==> src/rtl/proc_pkg.sv <==
// Purpose: shared types, field positions and helpers for the processor control unit.
// Contents: instruction field localparams, opcode/state/bus/ALU enums, control-word struct.
package proc_pkg;

    localparam int unsigned DW     = 10;
    localparam int unsigned AW     = 2;
    localparam int unsigned OPW    = 4;
    localparam int unsigned OP_LSB = 6;
    localparam int unsigned RX_LSB = 4;
    localparam int unsigned RY_LSB = 2;

    typedef enum logic [OPW-1:0] {
        OP_LOAD = 4'd0,
        OP_MOV  = 4'd1,
        OP_ADD  = 4'd2,
        OP_SUB  = 4'd3,
        OP_AND  = 4'd4,
        OP_OR   = 4'd5
    } opcode_t;

    typedef enum logic [1:0] {
        ST_IDLE = 2'd0,
        ST_T1   = 2'd1,
        ST_T2   = 2'd2,
        ST_T3   = 2'd3
    } state_t;

    typedef enum logic [1:0] {
        BUS_NONE = 2'd0,
        BUS_EXT  = 2'd1,
        BUS_Q0   = 2'd2,
        BUS_G    = 2'd3
    } bus_sel_t;

    typedef enum logic [1:0] {
        ALU_ADD = 2'd0,
        ALU_SUB = 2'd1,
        ALU_AND = 2'd2,
        ALU_OR  = 2'd3
    } alu_op_t;

    // One cycle's worth of datapath control.
    typedef struct packed {
        logic          enw;
        logic [AW-1:0] wra;
        logic          enr0;
        logic [AW-1:0] rda0;
        logic          enr1;
        logic [AW-1:0] rda1;
        bus_sel_t      bus_sel;
        logic          a_ld;
        logic          g_ld;
        alu_op_t       alu_op;
        logic          busy;
        logic          done;
    } ctrl_t;

    // ALU opcodes occupy the contiguous range ADD..OR.
    function automatic logic is_alu(input logic [OPW-1:0] op);
        return (op >= OPW'(OP_ADD)) && (op <= OPW'(OP_OR));
    endfunction

endpackage

==> src/rtl/proc_if.sv <==
// Purpose: instruction handshake and datapath control bundle of the control unit.
// master = instruction source / datapath side, slave = proc_controller.
// Signals: PEXEC, INSTR (to controller); ENW, WRA, ENR0, RDA0, ENR1, RDA1,
//          BUS_SEL, A_LD, G_LD, ALU_OP, BUSY, DONE (from controller).
interface proc_if;
    import proc_pkg::*;

    logic          PEXEC;
    logic [DW-1:0] INSTR;
    logic          ENW;
    logic [AW-1:0] WRA;
    logic          ENR0;
    logic [AW-1:0] RDA0;
    logic          ENR1;
    logic [AW-1:0] RDA1;
    logic [1:0]    BUS_SEL;
    logic          A_LD;
    logic          G_LD;
    logic [1:0]    ALU_OP;
    logic          BUSY;
    logic          DONE;

    modport master (
        output PEXEC, INSTR,
        input  ENW, WRA, ENR0, RDA0, ENR1, RDA1, BUS_SEL, A_LD, G_LD, ALU_OP, BUSY, DONE
    );

    modport slave (
        input  PEXEC, INSTR,
        output ENW, WRA, ENR0, RDA0, ENR1, RDA1, BUS_SEL, A_LD, G_LD, ALU_OP, BUSY, DONE
    );

endinterface

==> src/rtl/proc_ctrl_decode.sv <==
// Purpose: purely combinational (state, IR) -> control-word decoder.
// Ports: state (FSM state), ir (latched instruction), ctrl_c (control word for this cycle).
module proc_ctrl_decode
    import proc_pkg::*;
(
    input  state_t        state,
    input  logic [DW-1:0] ir,
    output ctrl_t         ctrl_c
);

    opcode_t       op;
    logic [AW-1:0] rx;
    logic [AW-1:0] ry;
    logic          unused_rsvd;

    assign op          = opcode_t'(ir[OP_LSB +: OPW]);
    assign rx          = ir[RX_LSB +: AW];
    assign ry          = ir[RY_LSB +: AW];
    assign unused_rsvd = ^ir[1:0];

    // Idle decodes to all-zero; T2/T3 are only ever reached by ALU ops.
    always_comb begin
        ctrl_c      = '0;
        ctrl_c.busy = (state != ST_IDLE);
        case (state)
            ST_T1: begin
                case (op)
                    OP_LOAD: begin
                        ctrl_c.bus_sel = BUS_EXT;
                        ctrl_c.enw     = 1'b1;
                        ctrl_c.wra     = rx;
                        ctrl_c.done    = 1'b1;
                    end
                    OP_MOV: begin
                        ctrl_c.enr0    = 1'b1;
                        ctrl_c.rda0    = ry;
                        ctrl_c.bus_sel = BUS_Q0;
                        ctrl_c.enw     = 1'b1;
                        ctrl_c.wra     = rx;
                        ctrl_c.done    = 1'b1;
                    end
                    OP_ADD, OP_SUB, OP_AND, OP_OR: begin
                        ctrl_c.enr0    = 1'b1;
                        ctrl_c.rda0    = rx;
                        ctrl_c.bus_sel = BUS_Q0;
                        ctrl_c.a_ld    = 1'b1;
                    end
                    default: ctrl_c.done = 1'b1;
                endcase
            end
            ST_T2: begin
                ctrl_c.enr1   = 1'b1;
                ctrl_c.rda1   = ry;
                ctrl_c.g_ld   = 1'b1;
                ctrl_c.alu_op = alu_op_t'(2'(ir[OP_LSB +: OPW] - OPW'(OP_ADD)));
            end
            ST_T3: begin
                ctrl_c.bus_sel = BUS_G;
                ctrl_c.enw     = 1'b1;
                ctrl_c.wra     = rx;
                ctrl_c.done    = 1'b1;
            end
            default: ;
        endcase
    end

endmodule

==> src/rtl/proc_controller.sv <==
// Purpose: multi-cycle control unit sequencing register file, ALU A/G registers and the bus.
// Ports: CLKb (clock), RSTb (async active-low reset), ctl (proc_if slave: PEXEC/INSTR in,
//        register-file/ALU/bus controls plus BUSY/DONE out).
module proc_controller
    import proc_pkg::*;
(
    input  logic  CLKb,
    input  logic  RSTb,
    proc_if.slave ctl
);

    state_t        state;
    logic [DW-1:0] ir;
    ctrl_t         ctrl_c;

    // FSM and instruction register; PEXEC is only looked at in IDLE.
    always_ff @(posedge CLKb or negedge RSTb) begin
        if (!RSTb) begin
            state <= ST_IDLE;
            ir    <= '0;
        end else begin
            case (state)
                ST_IDLE: begin
                    if (ctl.PEXEC) begin
                        ir    <= ctl.INSTR;
                        state <= ST_T1;
                    end
                end
                ST_T1:   state <= is_alu(ir[OP_LSB +: OPW]) ? ST_T2 : ST_IDLE;
                ST_T2:   state <= ST_T3;
                ST_T3:   state <= ST_IDLE;
                default: state <= ST_IDLE;
            endcase
        end
    end

    proc_ctrl_decode u_decode (
        .state  (state),
        .ir     (ir),
        .ctrl_c (ctrl_c)
    );

    assign ctl.ENW     = ctrl_c.enw;
    assign ctl.WRA     = ctrl_c.wra;
    assign ctl.ENR0    = ctrl_c.enr0;
    assign ctl.RDA0    = ctrl_c.rda0;
    assign ctl.ENR1    = ctrl_c.enr1;
    assign ctl.RDA1    = ctrl_c.rda1;
    assign ctl.BUS_SEL = ctrl_c.bus_sel;
    assign ctl.A_LD    = ctrl_c.a_ld;
    assign ctl.G_LD    = ctrl_c.g_ld;
    assign ctl.ALU_OP  = ctrl_c.alu_op;
    assign ctl.BUSY    = ctrl_c.busy;
    assign ctl.DONE    = ctrl_c.done;

endmodule

==> src/flat_wrapper.sv <==
// flat-port wrapper written by rule: the top's interface ports become plain ports
module proc_controller_flat import proc_pkg::*;
  (CLKb, RSTb, ctl_PEXEC, ctl_INSTR, ctl_ENW, ctl_WRA, ctl_ENR0, ctl_RDA0, ctl_ENR1, ctl_RDA1, ctl_BUS_SEL, ctl_A_LD, ctl_G_LD, ctl_ALU_OP, ctl_BUSY, ctl_DONE);
  proc_if ctl_i ();
  input  logic CLKb;
  input  logic RSTb;
  input wire logic [$bits(ctl_i.PEXEC)-1:0] ctl_PEXEC;
  input wire logic [$bits(ctl_i.INSTR)-1:0] ctl_INSTR;
  output wire logic [$bits(ctl_i.ENW)-1:0] ctl_ENW;
  output wire logic [$bits(ctl_i.WRA)-1:0] ctl_WRA;
  output wire logic [$bits(ctl_i.ENR0)-1:0] ctl_ENR0;
  output wire logic [$bits(ctl_i.RDA0)-1:0] ctl_RDA0;
  output wire logic [$bits(ctl_i.ENR1)-1:0] ctl_ENR1;
  output wire logic [$bits(ctl_i.RDA1)-1:0] ctl_RDA1;
  output wire logic [$bits(ctl_i.BUS_SEL)-1:0] ctl_BUS_SEL;
  output wire logic [$bits(ctl_i.A_LD)-1:0] ctl_A_LD;
  output wire logic [$bits(ctl_i.G_LD)-1:0] ctl_G_LD;
  output wire logic [$bits(ctl_i.ALU_OP)-1:0] ctl_ALU_OP;
  output wire logic [$bits(ctl_i.BUSY)-1:0] ctl_BUSY;
  output wire logic [$bits(ctl_i.DONE)-1:0] ctl_DONE;
  assign ctl_i.PEXEC = ctl_PEXEC;
  assign ctl_i.INSTR = ctl_INSTR;
  assign ctl_ENW = ctl_i.ENW;
  assign ctl_WRA = ctl_i.WRA;
  assign ctl_ENR0 = ctl_i.ENR0;
  assign ctl_RDA0 = ctl_i.RDA0;
  assign ctl_ENR1 = ctl_i.ENR1;
  assign ctl_RDA1 = ctl_i.RDA1;
  assign ctl_BUS_SEL = ctl_i.BUS_SEL;
  assign ctl_A_LD = ctl_i.A_LD;
  assign ctl_G_LD = ctl_i.G_LD;
  assign ctl_ALU_OP = ctl_i.ALU_OP;
  assign ctl_BUSY = ctl_i.BUSY;
  assign ctl_DONE = ctl_i.DONE;
  proc_controller u_core (.CLKb(CLKb), .RSTb(RSTb), .ctl(ctl_i));
endmodule
==> config.mk <==
export PLATFORM = sky130hd
export DESIGN_NAME = proc_controller_flat
export DESIGN_NICKNAME = d
export VERILOG_FILES = /design/src/rtl/proc_pkg.sv /design/src/rtl/proc_if.sv /design/src/rtl/proc_ctrl_decode.sv /design/src/rtl/proc_controller.sv /design/src/flat_wrapper.sv
export SDC_FILE = /design/constraint.sdc
export NUM_CORES = 1
export LEC_CHECK = 0
export CAP_MARGIN = 25
export CORE_ASPECT_RATIO = 0.9
export CORE_MARGIN = 2
export CORE_UTILIZATION = 33
export CTS_CLUSTER_DIAMETER = 30
export CTS_CLUSTER_SIZE = 12
export DETAILED_ROUTE_END_ITERATION = 12
export HOLD_SLACK_MARGIN = 0.12
export PLACE_DENSITY = 0.72
export SYNTH_ARGS = -nofsm -noshare
export SYNTH_HDL_FRONTEND = slang
export SYNTH_SLANG_ARGS = --single-unit
==> constraint.sdc <==
create_clock -name CLKb -period 1.4 [get_ports CLKb]
set_clock_uncertainty 0.1 [all_clocks]
set_input_delay 0.28 -clock CLKb [delete_from_list [all_inputs] [get_ports CLKb]]
set_output_delay 0.28 -clock CLKb [all_outputs]
set_load 0.005 [all_outputs]
* After elaboration in Yosys (flattened, before gate mapping)
Cells that the tools add are included.
** Operators by class
- Reduce and logical (&&, ||, !) cells :: 8
- Multiplexer cells :: 15
- Add/sub/neg operators :: 1
- $lt $le $gt $ge :: 2
- Eq/ne operators :: 9
** Operator list (count)
- 3-bit two-way mux :: 4
- 3-bit case mux with 2 select lines :: 2
- 4-bit by 2-bit == test with 1-bit output (second input constant) :: 2
- 4-bit by 3-bit == test with 1-bit output (second input constant) :: 2
- 2-bit case mux with 2 select lines :: 2
- 2-bit case mux with 4 select lines :: 1
- 5-bit OR reduction :: 1
- 2-bit == test (second input constant) :: 2
- 4-bit by 1-bit == test with 1-bit output (second input constant) :: 1
- 4-bit by 2-bit greater-or-equal comparator with 1-bit output (second input constant) :: 1
- 4-bit by 3-bit less-or-equal comparator with 1-bit output (second input constant) :: 1
- 4-bit logical NOT :: 1
- 2-bit two-way mux :: 2
- 4-bit OR reduction :: 1
- 1-bit two-way mux :: 3
- 2-bit by 1-bit == test with 1-bit output (second input constant) :: 1
- 2-bit logical NOT :: 1
- 2-bit inequality test (second input constant) :: 1
- 1-bit case mux with 2 select lines :: 1
- 2-bit AND reduction :: 1
- 2-bit nonzero test :: 1
- 2-bit OR reduction :: 1
- 2-bit subtractor (second input constant) :: 1
- 1-bit logical AND :: 1
** Storage, ports and cells
- Flip-flop bits (word level) :: 12
- Logic and storage cells :: 37

* Longest topological paths before layout
Gate-level depths: netlist of run 1.
- Word-level depth :: 4
- Gate-level depth with buffers :: 4
- Mapped depth without buffers :: 3

* Modules after synthesis
A second synthesis of run 1 with hierarchy kept.
** Unflattened totals
- Cells, all modules :: 63
- Area total of the unflattened synthesis :: 694.4 um2
** Modules (own cells, without submodules)
- proc_controller :: seq. area each 300.3 um2, cells each 30, area an instance 471.7 um2, times used 1
- proc_ctrl_decode :: seq. area each 0.0 um2, cells each 33, area an instance 222.7 um2, times used 1

* Worst setup path before layout of run 1
No wires, ideal clock.
- Kind :: reg-to-output
- Start :: register u_core.ir[7]
- End :: output ctl_ENR0
- Data required time :: 1.020 ns
- Setup slack :: -0.073 ns
- Arrival time :: 1.093 ns
- Stages on the path, launching flop included :: 5
- Path buffers :: 1
- Cell sequence :: dfrtp_1 -> clkbuf_2 -> xor2_1 -> and2_4 -> or2_2
** On the way
- Longest elaborated chain between the ends :: 4
- Elaborated cells between the ends (all ways) :: 8
- Classes of those cells :: eq/ne: 5; mux: 2; reduce/logical: 1
** RTL lines
- start, declared :: line proc_controller.sv:13 : logic [DW-1:0] ir;
- start signal, assigned :: line proc_controller.sv:25 : ir <= ctl.INSTR;
- 4-bit by 2-bit == test with 1-bit output or 4-bit by 3-bit == test with 1-bit output (tied branches) :: line proc_ctrl_decode.sv:27 : case (op)
- 4-bit OR reduction :: line proc_ctrl_decode.sv:27
- 3-bit case mux with 2 select lines * :: line proc_ctrl_decode.sv:27
- 3-bit two-way mux * :: line proc_ctrl_decode.sv:25 : case (state)
- end, declared :: line flat_wrapper.sv:11 : output wire logic [$bits(ctl_i.ENR0)-1:0] ctl_ENR0;
Every way passes the cells marked *; elsewhere a longest branch is shown, timed or not.

* Worst setup path after layout of run 1
- Start :: register u_core.ir[9]
- End :: output ctl_RDA0[0]
** On the way
- Longest elaborated chain between the ends :: 4
- Elaborated cells between the ends (all ways) :: 8
- Classes of those cells :: eq/ne: 5; mux: 2; reduce/logical: 1
** RTL lines
- 4-bit by 2-bit == test with 1-bit output or 4-bit by 3-bit == test with 1-bit output (tied branches) :: line proc_ctrl_decode.sv:27
- 4-bit OR reduction :: line proc_ctrl_decode.sv:27
- 3-bit case mux with 2 select lines * :: line proc_ctrl_decode.sv:27
- 3-bit two-way mux * :: line proc_ctrl_decode.sv:25
- end, declared :: line flat_wrapper.sv:12 : output wire logic [$bits(ctl_i.RDA0)-1:0] ctl_RDA0;
Marked as above.

==> impl_results.md, run 1 <==
* Status: finished with violations
* Failing checks: negative setup slack
* Deepest clock path buffer count at 2
* CP Max Fanout at 3
* Final wirelength at 1950 um
* Yosys top cell by area: dfrtp_1
* Most common cell in the netlist: dfrtp_1
* Critical-path cell list: nor3b_2 > and3_4 > buf_6 > a22o_1 > buf_2
* Top cells by area, synth: dfrtp_1, mux2_2, and2_1
* Core area at 0.00150 mm^2
* Slowest CP cell: dfrtp_2
* Register area share after synthesis at 45.5%
* Io pins at 30
* Die ar. at 0.00201 mm^2
* R2r worst-path depth at 6
* Syn Area/Cell at 11.2 um^2
* Placer Congestion at 0.793
* Share of the synthesized area in the top cell type at 45.5%
* H-tree Lvls at 1
* Rel. slew slack at 67.9%
* GRT overflow at 0
* Global-route wire length before repair at 3030 um
* TritonCTS clock tree: yes
* Largest net degree at the start of global routing at 11
* Fmax at 0.527 GHz
* Mapped Area at 551 um^2
* CP Launch Type: flip-flop
* Synth cell count leaders: dfrtp_1, mux2_2, and2_1
* Clk pin slew, worst setup/hold paths at 0.07 ns
* CP Class: flip-flop to primary output
* DRC Markers at 0
* Crit share post-route at 135%
* Die Wd at 47.1 um
* Worst path max stage delay at 0.45 ns
* Critical Path Sink Type: primary output
* Post-synth cell types at 20
* # diodes at 0
* Synthesis-to-finish area growth at 110%
* Starting DRC count in detailed routing at 2
* EDFF count, synth at 0
* CP Data Arrival Time at 1.52 ns
* Top_reg_cell synth: dfrtp_1
* Vias/cell at 4.87
* Worst skew pair latency at 0.27 ns
* CTS Sinks at 10
* CTS Buf Count at 3
* WP data required at 1.02 ns
* Peak supply drop at 1280 uV
* RSZ-0062 raised after global routing: yes
* Ys Warns at 0
* Gate Count Post-Synth at 49
* Async S/R FF share, synth at 100%
* Syn nets at 62
* Vias in the first global route at 681
* PD cells at 2030 mW/mm^2
* Placed insts at 107
* Final nets at 114
* Non-Filler Instances at 121
* Minimum clock period at 1.90 ns
* Drt first pass iters at 4
* Die H at 42.8 um
* Pin slew with the least headroom to its limit at 0.480 ns
* Dpl hpwl at 1130 um
* Row cnt at 13
* Synthesis-stage register bit count at 10
* Fin util at 77.1%
* Hold Crit Class: input pin to asynchronous set/reset pin
* Fin area at 0.00115 mm^2
* Hold_buf cts at 0
* Clock root buffer: clkbuf_4
* Antenna violations before repair at 0
* Maxcap violations at 0
* Antenna Nets Post-Route at 0
* Setup ws final at -0.497 ns
* Total power at 0.00234 W
* Final setup vio count at 26
* Overall routing resource usage at 22.6%
* Wire per inst at 16.1 um
* DP Area at 921 um^2
* Share of layout cells above drive strength 1 at 73.7%
* Port bufs at 27
* Lkg Pwr at 0.557 nW
* Initial core utilization at 36.8%
* Final Hold Viols at 0
* Via count at 589
* Max Transition Viols Final at 0
cell families after synthesis:
group                     synth area share [%]
and+or+nand+nor                           21.1
DFF                                       45.5
AOI/OAI and AO/OA                         11.8
muxes                                     16.4
buffers and inverters                     3.64
xor gates and xnor gates                  1.59
layer usage:
layer	part of all wire [%]	GRT usage [%]	vias to the layer above	wire [um]
li1	-	-	270	-
met1	36	20.9	296	711
met2	59	41.4	21	1140
met3	3.9	8.51	2	76
met4	1.1	10.0	0	21
met5	0	0	-	0
cell usage in the layout (no fill, tap or decap):
cell type,instances
a21oi_2,1
clkbuf_4,3
nor3b_2,1
buf_6,22
o31ai_2,1
and2_4,6
clkdlybuf4s50_1,10
a22o_1,2
nor3_2,1
nor2_8,1
nor2_4,1
a21boi_2,1
o21a_1,1
xor2_2,1
nor2_1,2
inv_4,1
dfrtp_2,3
nor3_4,1
buf_2,6
dfrtp_1,7
inv_1,1
or2_4,3
a21boi_1,2
buf_4,10
and3_4,1
a21oi_1,1
clkbuf_2,1
mux2_4,8
area by class of cell:
class / count / area, um^2
inverters: 2 / 10.0
fillers: 97 / 343
flip-flops and latches: 10 / 254
repair buffers: 49 / 458
clock buffers: 3 / 22.5
multi-input cells: 35 / 382
well taps: 22 / 27.5
critical path, delay by kind of cell, from the launching register on:
family                 cells  cell delay, ns
buffers and inverters      2            0.21
AOI/OAI and AO/OA          1            0.12
DFF                        1            0.45
and+or+nand+nor            2            0.47
flip-flops by register name, summed over array words and instances (netlist names), named ones only:
register      cells
u_core.ir         8
u_core.state      1
worst paths after layout:
path / startpoint / end / slack [ns]
min in group CLKb: u_core.ir[3] / u_core.ir[3] / 0.45
setup / recovery: u_core.ir[9] / ctl_RDA0[0] / -0.50
hold reg to reg: u_core.ir[3] / u_core.ir[3] / 0.45
setup reg to reg: flip-flop / u_core.ir[6] / -0.37
hold / removal: RSTb / u_core.ir[2] / 0.23
max in group asynchronous: RSTb / u_core.ir[7] / 0.61
stage by stage:
stage | setup WS (ns) | hold slack (ns) | TNS (ns)
after global placement | -0.471 | 0.418 | -7.68
after floorplan | -0.0216 | -0.116 | -0.0216
after detailed placement | -0.528 | 0.428 | -8.08
after CTS | -0.457 | 0.241 | -7.69
final | -0.497 | 0.233 | -8.50
after global routing | -0.564 | 0.247 | -10.0
timing repair:
action                                 4_1_cts  5_1_grt
setup endpoints to repair                   25       26
gates resized for setup                    112       10
endpoints found under the hold margin        0        0
pin swaps                                   14        8
buffers inserted                            12        3
power breakdown:
part	total [W]	switching [W]	internal, W
clock network	0.000203	0.000103	0.0000995
logic	0.00151	0.000533	0.000978
registers	0.000630	0.000194	0.000436
total	0.00234	0.000830	0.00151
No activity file was read; power rests on OpenSTA's default activity.
==> run 2, diff against run 1 <==
--- a/config.mk
+++ b/config.mk
@@ -6,8 +6,7 @@
 export NUM_CORES = 1
 export LEC_CHECK = 0
 export CAP_MARGIN = 25
-export CORE_ASPECT_RATIO = 0.9
-export CORE_MARGIN = 2
+export CORE_MARGIN = 10
 export CORE_UTILIZATION = 33
 export CTS_CLUSTER_DIAMETER = 30
 export CTS_CLUSTER_SIZE = 12
==> impl_results.md, run 2 (synthesis results as in run 1) <==
* Status: finished with violations
* Failing checks: negative setup slack
* Minimum clock period at 1.79 ns (-0.108 ns)
* TritonCTS clock tree: yes
* Rel. slew slack at 67.7% (-0.23 points)
* Row cnt at 14 (+1)
* Die Wd at 60.8 um (+29%)
* Maxcap violations at 0 (unchanged)
* Comb pwr share at 63.7% (-0.8 points)
* Dpl hpwl at 1270 um (+12%)
* Sequential power share at 27.1% (+0.2 points)
* Starting DRC count in detailed routing at 10 (+8)
* Clock root buffer: clkbuf_4
* Io pins at 30 (unchanged)
* RSZ-0062 raised after global routing: yes
* Final wirelength at 1770 um (-9.7%)
* PD cells at 2040 mW/mm^2 (+0.55%)
* CP Data Arrival Time at 1.41 ns (-0.11 ns)
* GRT overflow at 0 (unchanged)
* Critical Path Sink Type: primary output
* Sw Pwr at 0.000733 W (-12%)
* Placed insts at 101 (-5.6%)
* CP Max Fanout at 4 (+1)
* DP Area at 913 um^2 (-0.82%)
* Die ar. at 0.00370 mm^2 (+84%)
* Final Hold Viols at 0 (unchanged)
* R2R Setup Slk at -0.24 ns (+0.13 ns)
* Switching Share at 34.1% (-1.4 points)
* Share of layout cells above drive strength 1 at 66.3% (-7.4 points)
* Most flop-heavy register: u_core.ir
* DRC Markers at 0 (unchanged)
* Crit share post-route at 128% (-7.7 points)
* Antenna Nets Post-Route at 0 (unchanged)
* Largest registers: u_core.ir x8, u_core.state x1
* Vias in the first global route at 602 (-12%)
* Final nets at 113 (-0.88%)
* Largest net degree at the start of global routing at 11 (unchanged)
* Max reg flops at 8 (unchanged)
* Placer Congestion at 0.748 (-5.7%)
* Hold Crit Class: input pin to asynchronous set/reset pin
* H-tree Lvls at 1 (unchanged)
* Fmax at 0.559 GHz (+6.0%)
* CTS Sinks at 10 (unchanged)
* Hold_buf cts at 0 (unchanged)
* Pin slew with the least headroom to its limit at 0.483 ns (+0.00341 ns)
* Max Transition Viols Final at 0 (unchanged)
* Deepest clock path buffer count at 2 (unchanged)
* Synthesis-to-finish area growth at 91.4%
* Most frequent cells in the layout: buf_2, buf_4, buf_6, clkdlybuf4s50_1
* Die H at 60.8 um (+42%)
* Wire per inst at 15.5 um (-4.1%)
* Fin area at 0.00105 mm^2 (-8.7%)
* CP Launch Type: flip-flop
* Antenna violations before repair at 0 (unchanged)
* Drt first pass iters at 4 (unchanged)
* Final setup vio count at 25 (-3.8%)
* Clock share of power at 9.2% (+0.5 points)
* Setup ws final at -0.389 ns (+0.108 ns)
* Lkg Pwr at 0.533 nW (-4.4%)
* Hold_ws at 0.241 ns (+0.00832 ns)
* Vias/cell at 4.94 (+1.5%)
* WP data required at 1.02 ns (about the same)
* CP Class: flip-flop to primary output
* Core area at 0.00154 mm^2 (+3.0%)
* R2r endpoint: u_core.ir[9]
* Non-Filler Instances at 114 (-5.8%)
* Via count at 563 (-4.4%)
* Global-route wire length before repair at 2870 um (-5.2%)
* Peak supply drop at 1090 uV (-15%)
* Fin util at 68.3% (-8.7 points)
* R2r worst-path depth at 5 (-1)
* # diodes at 0 (unchanged)
* Internal power at 0.00142 W (-6.2%)
* Worst skew pair latency at 0.26 ns (about the same)
* Clk pin slew, worst setup/hold paths at 0.07 ns (about the same)
* Port bufs at 27 (unchanged)
* Initial core utilization at 35.7% (-1.1 points)
* Overall routing resource usage at 10.2% (-12 points)
* CTS Buf Count at 3 (unchanged)
-- run 2: changes by cell type in the layout (fill, tap and decap cells not counted), moves of 3 or more --
cell / change
and2_1: +5
and2_4: -5
buf_2: +7
buf_4: +3
buf_6: -10
-- run 2: power groups by stage --
stage          sequential (W)  clock [W]  combinational [W]
2_1_floorplan        0.000530          0           0.000488
3_3_place_gp         0.000558          0            0.00100
3_5_place_dp         0.000563          0            0.00101
4_1_cts              0.000565   0.000205            0.00137
5_1_grt              0.000596   0.000214            0.00148
6_report             0.000583   0.000198            0.00137
-- run 2: metrics by stage --
| step | total power [W] | setup slack [ns] | TNS, ns |
|---|---|---|---|
| global route | 0.00229 | -0.474 | -7.86 |
| global placement | 0.00156 | -0.541 | -8.50 |
| CTS | 0.00214 | -0.410 | -6.81 |
| detailed placement | 0.00158 | -0.544 | -8.84 |
| floorplan | 0.00102 | -0.0216 | -0.0216 |
| finish | 0.00215 | -0.389 | -6.34 |
-- run 2: final cells by class --
type / count / area (um^2)
well taps: 16 / 20.0
multi-input cells: 35 / 350
inverters: 2 / 10.0
flip-flops and latches: 10 / 253
repair buffers: 48 / 398
fillers: 122 / 488
clock buffers: 3 / 22.5
-- run 2: per-layer routing --
layer	global-route usage (%)	vias up	routed length (um)
li1	-	269	-
met1	11.8	269	681
met2	16.4	21	931
met3	3.55	4	136
met4	4.70	0	15
met5	0	-	0
-- run 2: critical path: stages (launching register included) --
cell and delay, ns:
dfrtp_1 0.42, buf_6 0.13, nor3_2 0.14, o21a_1 0.17, a21boi_2 0.16, buf_2 0.12
-- run 2: worst max path at each step --
| stage | start | to | slack [ns] | cells past startpoint |
|---|---|---|---|---|
| floorplan | u_core.ir[7] | ctl_ENR0 | -0.02 | 4 |
| global placement | u_core.ir[9] | ctl_RDA0[1] | -0.54 | 4 |
| detailed placement | u_core.ir[9] | ctl_RDA0[1] | -0.54 | 4 |
| CTS | u_core.ir[9] | ctl_BUS_SEL[0] | -0.41 | 5 |
| global route | u_core.ir[9] | ctl_BUS_SEL[0] | -0.47 | 5 |
| finish | u_core.ir[9] | ctl_BUS_SEL[0] | -0.39 | 5 |
-- run 2: timing repair --
action / 4_1_cts / 5_1_grt
gates resized for setup: 101 / 2
setup endpoints to repair: 25 / 26
setup buffers: 10 / 0
pin swaps: 18 / 7
